<file path="src/rtl/piradspi_cmd_sched.sv">
// Round-robin scheduler sharing one SPI engine among NREQ command requesters; one command in flight.
// Latency: accept at N, engine command from N+1, response to requester at N+3 at best (4-cycle minimum).
// Backpressure: valid/data held until handshake; engine responses are back-pressured outside WAIT_RSP.
module piradspi_cmd_sched #(
    parameter int NREQ           = 4,
    parameter int CMD_WIDTH      = 72,
    parameter int TIMEOUT_CYCLES = 65535
) (
    input  logic                      aclk,
    input  logic                      aresetn,
    input  logic [NREQ-1:0]           s_cmd_tvalid,
    output logic [NREQ-1:0]           s_cmd_tready,
    input  logic [NREQ*CMD_WIDTH-1:0] s_cmd_tdata,
    output logic                      m_cmd_tvalid,
    input  logic                      m_cmd_tready,
    output logic [CMD_WIDTH-1:0]      m_cmd_tdata,
    input  logic                      s_rsp_tvalid,
    output logic                      s_rsp_tready,
    input  logic [15:0]               s_rsp_tdata,
    output logic [NREQ-1:0]           m_rsp_tvalid,
    input  logic [NREQ-1:0]           m_rsp_tready,
    output logic [15:0]               m_rsp_tdata,
    output logic                      busy,
    output logic [$clog2(NREQ)-1:0]   grant,
    output logic                      err_timeout,
    output logic                      err_mismatch,
    output logic [7:0]                err_count
);

    localparam int          GW       = $clog2(NREQ);
    localparam logic [15:0] TMO_LAST = 16'(TIMEOUT_CYCLES - 1);
    localparam logic [7:0]  MAGIC    = 8'hAD;

    typedef enum logic [1:0] {
        S_IDLE,
        S_ISSUE,
        S_WAIT_RSP,
        S_DELIVER
    } state_t;

    state_t                r_state;
    state_t                w_state_nxt;
    logic [CMD_WIDTH-1:0]  r_cmd;
    logic [15:0]           r_rsp;
    logic [15:0]           r_tmo_cnt;
    logic [GW-1:0]         r_grant;
    logic [GW-1:0]         r_last_grant;
    logic                  r_err_timeout;
    logic                  r_err_mismatch;
    logic [7:0]            r_err_count;

    logic [GW-1:0]         w_scan_idx [NREQ];
    logic                  w_sel_vld;
    logic [GW-1:0]         w_sel_idx;
    logic [CMD_WIDTH-1:0]  w_sel_word;
    logic [7:0]            w_id;
    logic                  w_accept;
    logic                  w_match;
    logic                  w_mismatch;
    logic                  w_timeout;
    logic [8:0]            w_err_sum;

    // The command id travels inside the latched word; no separate copy is needed.
    assign w_id     = r_cmd[63:56];
    assign w_accept = (r_state == S_IDLE) && w_sel_vld;

    // Rotating scan order: position k holds requester (last_grant + 1 + k) mod NREQ.
    always_comb begin
        for (int k = 0; k < NREQ; k++) begin
            w_scan_idx[k] = GW'((int'(r_last_grant) + k + 1) % NREQ);
        end
    end

    // Pick the first valid requester in scan order; scanning backwards lets the lowest position win.
    always_comb begin
        w_sel_vld = 1'b0;
        w_sel_idx = '0;
        for (int k = NREQ - 1; k >= 0; k--) begin
            if (s_cmd_tvalid[w_scan_idx[k]]) begin
                w_sel_vld = 1'b1;
                w_sel_idx = w_scan_idx[k];
            end
        end
    end

    // Mux the selected requester's command word out of the packed input bus.
    always_comb begin
        w_sel_word = '0;
        for (int i = 0; i < NREQ; i++) begin
            if (w_sel_idx == GW'(i)) begin
                w_sel_word = s_cmd_tdata[i*CMD_WIDTH +: CMD_WIDTH];
            end
        end
    end

    // State register.
    always_ff @(posedge aclk or negedge aresetn) begin
        if (!aresetn) begin
            r_state <= S_IDLE;
        end else begin
            r_state <= w_state_nxt;
        end
    end

    // Next-state decode and handshake outputs; a matching response beats a same-cycle timeout.
    always_comb begin
        w_state_nxt  = r_state;
        s_cmd_tready = '0;
        m_cmd_tvalid = 1'b0;
        s_rsp_tready = 1'b0;
        m_rsp_tvalid = '0;
        w_match      = 1'b0;
        w_mismatch   = 1'b0;
        w_timeout    = 1'b0;
        case (r_state)
            S_IDLE: begin
                if (w_sel_vld) begin
                    // Gated by reset so no requester sees a ready while the block is held in reset.
                    s_cmd_tready[w_sel_idx] = aresetn;
                    w_state_nxt             = S_ISSUE;
                end
            end
            S_ISSUE: begin
                m_cmd_tvalid = 1'b1;
                if (m_cmd_tready) begin
                    w_state_nxt = S_WAIT_RSP;
                end
            end
            S_WAIT_RSP: begin
                s_rsp_tready = 1'b1;
                if (s_rsp_tvalid && (s_rsp_tdata == {MAGIC, w_id})) begin
                    w_match     = 1'b1;
                    w_state_nxt = S_DELIVER;
                end else begin
                    w_mismatch = s_rsp_tvalid;
                    if (r_tmo_cnt == TMO_LAST) begin
                        w_timeout   = 1'b1;
                        w_state_nxt = S_DELIVER;
                    end
                end
            end
            S_DELIVER: begin
                m_rsp_tvalid[r_grant] = 1'b1;
                if (m_rsp_tready[r_grant]) begin
                    w_state_nxt = S_IDLE;
                end
            end
            default: begin
                w_state_nxt = S_IDLE;
            end
        endcase
    end

    // A timeout and a dropped response can land in the same cycle, so up to two errors count at once.
    assign w_err_sum = {1'b0, r_err_count} + {8'd0, w_timeout} + {8'd0, w_mismatch};

    // Datapath: command/response holding registers, grant tracking, timeout counter, error reporting.
    always_ff @(posedge aclk or negedge aresetn) begin
        if (!aresetn) begin
            r_cmd          <= '0;
            r_rsp          <= '0;
            r_tmo_cnt      <= '0;
            r_grant        <= '0;
            r_last_grant   <= GW'(NREQ - 1);
            r_err_timeout  <= 1'b0;
            r_err_mismatch <= 1'b0;
            r_err_count    <= '0;
        end else begin
            if (w_accept) begin
                r_cmd        <= w_sel_word;
                r_grant      <= w_sel_idx;
                r_last_grant <= w_sel_idx;
            end
            if (r_state == S_ISSUE) begin
                r_tmo_cnt <= '0;
            end else if (r_state == S_WAIT_RSP) begin
                r_tmo_cnt <= r_tmo_cnt + 16'd1;
            end
            if (w_match) begin
                r_rsp <= s_rsp_tdata;
            end else if (w_timeout) begin
                r_rsp <= {8'h00, w_id};
            end
            r_err_timeout  <= w_timeout;
            r_err_mismatch <= w_mismatch;
            r_err_count    <= w_err_sum[8] ? 8'hFF : w_err_sum[7:0];
        end
    end

    assign m_cmd_tdata  = r_cmd;
    assign m_rsp_tdata  = r_rsp;
    assign busy         = (r_state != S_IDLE);
    assign grant        = r_grant;
    assign err_timeout  = r_err_timeout;
    assign err_mismatch = r_err_mismatch;
    assign err_count    = r_err_count;

endmodule
</file>
<file path="config.mk">
export PLATFORM = sky130hd
export DESIGN_NAME = piradspi_cmd_sched
export DESIGN_NICKNAME = d
export VERILOG_FILES = /design/src/rtl/piradspi_cmd_sched.sv
export SDC_FILE = /design/constraint.sdc
export NUM_CORES = 1
export LEC_CHECK = 0
export CAP_MARGIN = 20
export CORE_AREA = 4 4 164 166
export DETAILED_ROUTE_END_ITERATION = 12
export DIE_AREA = 0 0 168 170
export DONT_BUFFER_PORTS = 1
export PLACE_DENSITY = 0.41
export SLEW_MARGIN = 20
export SYNTH_ARGS = -nofsm -noshare
export SYNTH_HDL_FRONTEND = slang
export SYNTH_SLANG_ARGS = --single-unit
export TNS_END_PERCENT = 50
</file>
<file path="constraint.sdc">
create_clock -name aclk -period 5.5 [get_ports aclk]
set_input_delay 1.1 -clock aclk [delete_from_list [all_inputs] [get_ports aclk]]
set_output_delay 1.1 -clock aclk [all_outputs]
set_load 0.005 [all_outputs]
</file>
==> metrics, run 1 <==
reg-to-reg startpoint=r_state[0]$_DFFE_PN0P_; Tcrit/Tclk final=0.652; EDFF count, synth=0; Cell Rows=59; flop-to-flop setup slack=2.42 ns; FF+latch area=3010 um2; overall die width=168 um; Post-Syn Nets=1133; post-synthesis sequential element count=120; CP Launch Type=primary input; FF-to-FF path depth=9; first-pass GRT wire length=40100 um; Crit path max-delay family=simple AND/OR/NAND/NOR gates; routed vias/inst=5.56; P_leak=3.51 nW; Hold Vio Cnt, Final=0; Starting Density=0.295; routed wire length=27000 um; status=completed; global route overflow=0; max cap viols=0; RSZ-0062 raised after global routing=no; worst skew pair latency=0.41 ns; Die ar.=28600 um2; worst path bufs/invs=1; Clock Sinks=120; multi-input logic area=4060 um2; Synth cell types=50; PostCTS Resize Cnt=0; Crit-path slowest cell=buf_4; CTS Buffer Depth=2; fmax=0.279 GHz; WHS=0.386 ns; core area=25600 um2; pwr/cell area=547 nW/um2; io pins=427; worst min path class=primary input to async pin; Num CTS Buffers=17; Detailed Route Iter0 Violations=304; # diodes=0; H-tree levels=4; drt pass-1 iters=5; clock skew=0.0127 ns; Post-DRT Antenna Nets=0; Tightest Pin Transition=0.887 ns; CP max stage delay=0.47 ns; routed vias=6247; commonest non-fill, non-tap cells in the layout=a211oi_1 (132), dfrtp_1 (118), mux2i_1 (73), nor2_1 (71), nand3_1 (69); YS warnings=0; Setup Buffers After CTS=0; worst endpoint required time=4.40 ns; Post-synth ARST share=1.00; Post-Syn Area=7560 um2; Crit path arrival time=2.49 ns; vias in the first global route=6563; R2R Path End=m_cmd_tdata[67]$_DFFE_PN0P_; Slew Viols, Final=0; TritonCTS clock tree=built; GP Congestion=0.892; critical path type=primary input to primary output; Worst Setup End Kind=primary output; drt drc=0; share of cells above drive strength 1=0.123; Routed wire per std cell=24.1 um; post-synthesis sequential area ratio=0.397; Final nets=1099; largest net degree at the start of global routing=122; CTS Hold Bufs=0; Total GRT Usage=0.179; Buffers on Ports=0; predominant post-synthesis flop cell=dfrtp_1; Tmin final=3.59 ns; Fill cells=2625; cells after synthesis=809; worst-path cell chain=nand2b_1, o22ai_4, buf_4, a21oi_4, nor3_1; Rel. slew slack=0.409; Syn-to-layout area delta=11.0%; Setup Viol. Count Final=0; initial antenna violation count=0; peak supply drop=0.327 mV; Die Y=170 um; Clock transition at path regs=0.06 ns; CP max FO=45; commonest non-fill, non-tap cell in the layout=a211oi_1; Final TNS setup=0 ns; post-detail-place hpwl=20200 um; Root Buffer=clkbuf_16; Syn Area/Cell=9.35 um2
[registers in the layout, indices dropped and copies added (netlist names)]
name / count
err_count: 8
err_mismatch: 1
err_timeout: 1
grant: 2
m_cmd_tdata: 72
m_rsp_tdata: 16
r_last_grant: 2
r_state: 2
r_tmo_cnt: 16
[metal layers]
layer | vias up | global-route usage | wire, um
met5 | - | 0 | 0
met4 | 0 | 0.0434 | 373
met3 | 22 | 0.0555 | 2130
met2 | 277 | 0.305 | 13500
met1 | 3075 | 0.224 | 11000
li1 | 2873 | - | -
[worst reg2reg max path, cell delays in order, from the launching register on]
cell,delay [ns]
dfrtp_1,0.41
inv_1,0.11
ha_1,0.31
inv_1,0.21
a31oi_4,0.22
buf_4,0.61
nand2_1,0.14
buf_4,0.29
a211oi_1,0.52
a211oi_1,0.10
[stage by stage]
step / setup WS (ns) / instance area [um2] / cells / utilization / power [W]
after floorplan: 2.24 / 7560 / 809 / - / 0.00297
after CTS: 1.87 / 8400 / 1123 / 0.328 / 0.00466
after detailed placement: 1.87 / 7800 / 1091 / 0.305 / 0.00350
after global routing: 1.83 / 8400 / 1123 / 0.328 / 0.00493
after global placement: 1.90 / 7800 / 1091 / 0.305 / 0.00345
final: 1.91 / 8400 / 1123 / 0.328 / 0.00459
[logic make-up (layout without fill, tap and decap cells)]
| family | count (synthesis) | in the layout | synth area share |
|---|---|---|---|
| AND/OR/NAND/NOR | 230 | 230 | 0.142 |
| AO/OA/AOI/OAI | 188 | 188 | 0.186 |
| XOR/XNOR | 24 | 24 | 0.0278 |
| adder cells (fa/ha/maj) | 8 | 8 | 0.0142 |
| multiplexers | 114 | 114 | 0.159 |
| buffers and inverters | 125 | 104 | 0.0736 |
| flip-flops | 120 | 120 | 0.397 |
[worst max-delay path by stage]
| stage | start | end | slack, ns | depth (start not counted) |
|---|---|---|---|---|
| floorplan | s_cmd_tvalid[2] | s_cmd_tready[0] | 2.24 | 6 |
| detailed placement | s_cmd_tvalid[2] | s_cmd_tready[3] | 1.87 | 5 |
| global placement | s_cmd_tvalid[2] | s_cmd_tready[1] | 1.90 | 5 |
| finish | s_cmd_tvalid[2] | s_cmd_tready[3] | 1.91 | 5 |
| global route | s_cmd_tvalid[2] | s_cmd_tready[3] | 1.83 | 5 |
| CTS | s_cmd_tvalid[2] | s_cmd_tready[3] | 1.87 | 5 |
[cell type report]
class / count / share of cell area
tap: 335 / 0.0499
sequential: 120 / 0.358
clock buffer: 17 / 0.0506
inverter: 61 / 0.0273
multi-input combinational: 564 / 0.483
clock inverter: 15 / 0.0198
timing repair buffer: 11 / 0.0113
[synth_stat cells, drive strengths merged (7+ instances only)]
library cell / n / area share
nand2: 52 / 0.026
a211oi: 132 / 0.13
nor2: 72 / 0.036
mux2: 40 / 0.060
buf: 30 / 0.026
xnor2: 11 / 0.013
inv: 61 / 0.030
nand3: 69 / 0.046
xor2: 13 / 0.015
dfrtp: 118 / 0.39
ha: 7 / 0.012
a21o: 8 / 0.0079
o211ai: 28 / 0.028
clkbuf: 34 / 0.017
mux2i: 73 / 0.097
[power by group]
part	total, W	internal (W)	switching [W]
Sequential	0.00162	0.00123	0.000387
Combinational	0.00184	0.000713	0.00113
Clock	0.00114	0.000677	0.000458
Total	0.00459	0.00262	0.00197
Note: power is estimated with default switching activity, not from simulation.
==> run 2: changes to the inputs <==
--- a/config.mk
+++ b/config.mk
@@ -10,7 +10,7 @@
 export DETAILED_ROUTE_END_ITERATION = 12
 export DIE_AREA = 0 0 168 170
 export DONT_BUFFER_PORTS = 1
-export PLACE_DENSITY = 0.41
+export PLACE_DENSITY = 0.43
 export SLEW_MARGIN = 20
 export SYNTH_ARGS = -nofsm -noshare
 export SYNTH_HDL_FRONTEND = slang
==> constraint.sdc (replaced) <==
create_clock -name aclk -period 3.1 [get_ports aclk]
set_input_delay 0.62 -clock aclk [delete_from_list [all_inputs] [get_ports aclk]]
set_output_delay 0.62 -clock aclk [all_outputs]
set_load 0.005 [all_outputs]
==> run 2 against run 1 <==
Effect of this change: the flow now finishes with violations (negative hold slack); sequential cell count is the same; utilization grew 0.81 points; sequential power grew 75%; via count grew 0.67%; die area is the same; register-to-register slack lost 2.0 ns; clock skew shrank 0.0012 ns; first-iteration DRC count grew 2.6%; hold slack lost 0.48 ns; clock power grew 75%; non-clock buffer count grew 19; total power grew 82%; critical path type is now register to primary output; largest cell class unchanged.
==> metrics, run 2 (synthesized netlist as in run 1, its figures left out) <==
P_leak=3.62 nW; Detailed Route Iter0 Violations=312; Tcrit/Tclk final=0.924; vias in the first global route=6332; peak supply drop=0.323 mV; Rel. slew slack=0.651; routed vias/inst=5.50; post-detail-place hpwl=20800 um; initial antenna violation count=1; worst min path class=primary input to async pin; worst skew pair latency=0.42 ns; Tightest Pin Transition=0.522 ns; GP Congestion=0.833; worst-path cell chain=inv_1, ha_1, inv_1, a31oi_4, nand2_1, nor3_1, buf_4; most used cell, CP=inv_1; Tmin final=2.86 ns; commonest non-fill, non-tap cell in the layout=a211oi_1; Worst Setup End Kind=primary output; Final nets=1118; DP Area=8030 um2; Post-DRT Antenna Nets=0; global route overflow=0; Crit-path slowest cell=dfrtp_1; fmax=0.349 GHz; Num CTS Buffers=17; Cell Rows=59; Fill cells=2681; CTS Buffer Depth=2; TritonCTS clock tree=built; Setup Viol. Count Final=0; io pins=427; drt pass-1 iters=4; Syn-to-layout area delta=13.8%; post-route cell area=8610 um2; Hold Vio Cnt, Final=118; overall die width=168 um; Crit path max-delay family=simple AND/OR/NAND/NOR gates; WHS=-0.0974 ns; failing checks=negative hold slack; drt drc=0; first-pass GRT wire length=40100 um; max FFs per register=72; Total GRT Usage=0.182; CP Launch Type=register; Die Y=170 um; Clock Sinks=120; commonest non-fill, non-tap cells in the layout=a211oi_1 (132), dfrtp_1 (118), mux2i_1 (73), nor2_1 (71), nand3_1 (69); core area=25600 um2; Final TNS setup=0 ns; routed vias=6289; share of cells above drive strength 1=0.145; clock skew=0.0115 ns; H-tree levels=4; status=finished with violations; Slew Viols, Final=0; Tot Pwr=0.00838 W; Post-Route Utilization=0.336; Crit path arrival time=2.24 ns; Buffers on Ports=0; Root Buffer=clkbuf_16; critical path type=register to primary output; Starting Density=0.295; routed wire length=27600 um; CP max FO=5; worst path bufs/invs=3; pwr/cell area=974 nW/um2; Clock transition at path regs=0.06 ns; largest net degree at the start of global routing=122; PostCTS Resize Cnt=0; Routed wire per std cell=24.2 um; final worst setup slack=0.237 ns; max cap viols=0; CP max stage delay=0.41 ns; worst endpoint required time=2.48 ns; RSZ-0062 raised after global routing=no; Setup Buffers After CTS=0; Die ar.=28600 um2; Place WS=0.315 ns
[run 2: changes by cell type in the layout (fill, tap and decap cells not counted), sizes merged]
cell / previous run / this run
inv: 65 / 71
clkinvlp: 2 / 3
bufinv: 2 / 1
diode: 0 / 1
buf: 11 / 30
clkinv: 7 / 1
[run 2: path summary, 6_finish.rpt]
check                                       startpoint                     endpoint  slack [ns]  depth (start not counted)
setup / recovery                r_state[1]$_DFFE_PN0P_              s_cmd_tready[1]        0.24                          7
hold / removal                                 aresetn     r_tmo_cnt[4]$_DFFE_PN0P_        -0.1                          0
setup reg to reg                r_state[0]$_DFFE_PN0P_       err_count[1]$_DFF_PN0_        0.47                         11
hold reg to reg            m_rsp_tdata[10]$_DFFE_PN0P_  m_rsp_tdata[10]$_DFFE_PN0P_        0.52                          1
max in group asynchronous                      aresetn  m_cmd_tdata[20]$_DFFE_PN0P_        2.96                          0
min in group aclk                     s_cmd_tdata[170]  m_cmd_tdata[26]$_DFFE_PN0P_        0.43                          2
[run 2: worst register-to-register path, delay by kind of cell, from the launching register on]
kind                       cells  cell delay, ns
buffers and inverters          2            0.17
DFF                            1            0.41
and+or+nand+nor                6            1.12
adders and majority gates      3            0.89
[run 2: power by group]
part	switching, W	total (W)	internal [W]
clock	0.000860	0.00200	0.00114
combinational	0.00211	0.00355	0.00144
sequential	0.000657	0.00284	0.00218
[run 2: stage by stage]
| step | hold WS [ns] | cells |
|---|---|---|
| floorplan | 0.324 | 809 |
| global placement | 0.333 | 1110 |
| detailed placement | 0.333 | 1110 |
| CTS | -0.121 | 1142 |
| global route | -0.124 | 1143 |
| finish | -0.0974 | 1143 |
[run 2: cell type report]
type                            instances  area (um2)  share of cell area
Clock buffer                           17         425              0.0494
Tap cell                              335         419              0.0487
Timing Repair Buffer                   30         313              0.0363
Sequential cell                       120        3010               0.349
Clock inverter                         15         154              0.0179
Inverter                               61         229              0.0266
Multi-Input combinational cell        564        4060               0.472
Antenna cell                            1        2.50            0.000291
[run 2: metal layers]
| metal | global-route usage | vias up | wire length (um) |
|---|---|---|---|
| li1 | - | 2918 | - |
| met1 | 0.232 | 3081 | 11600 |
| met2 | 0.308 | 270 | 13800 |
| met3 | 0.0469 | 20 | 1940 |
| met4 | 0.0487 | 0 | 291 |
| met5 | 0 | - | 0 |
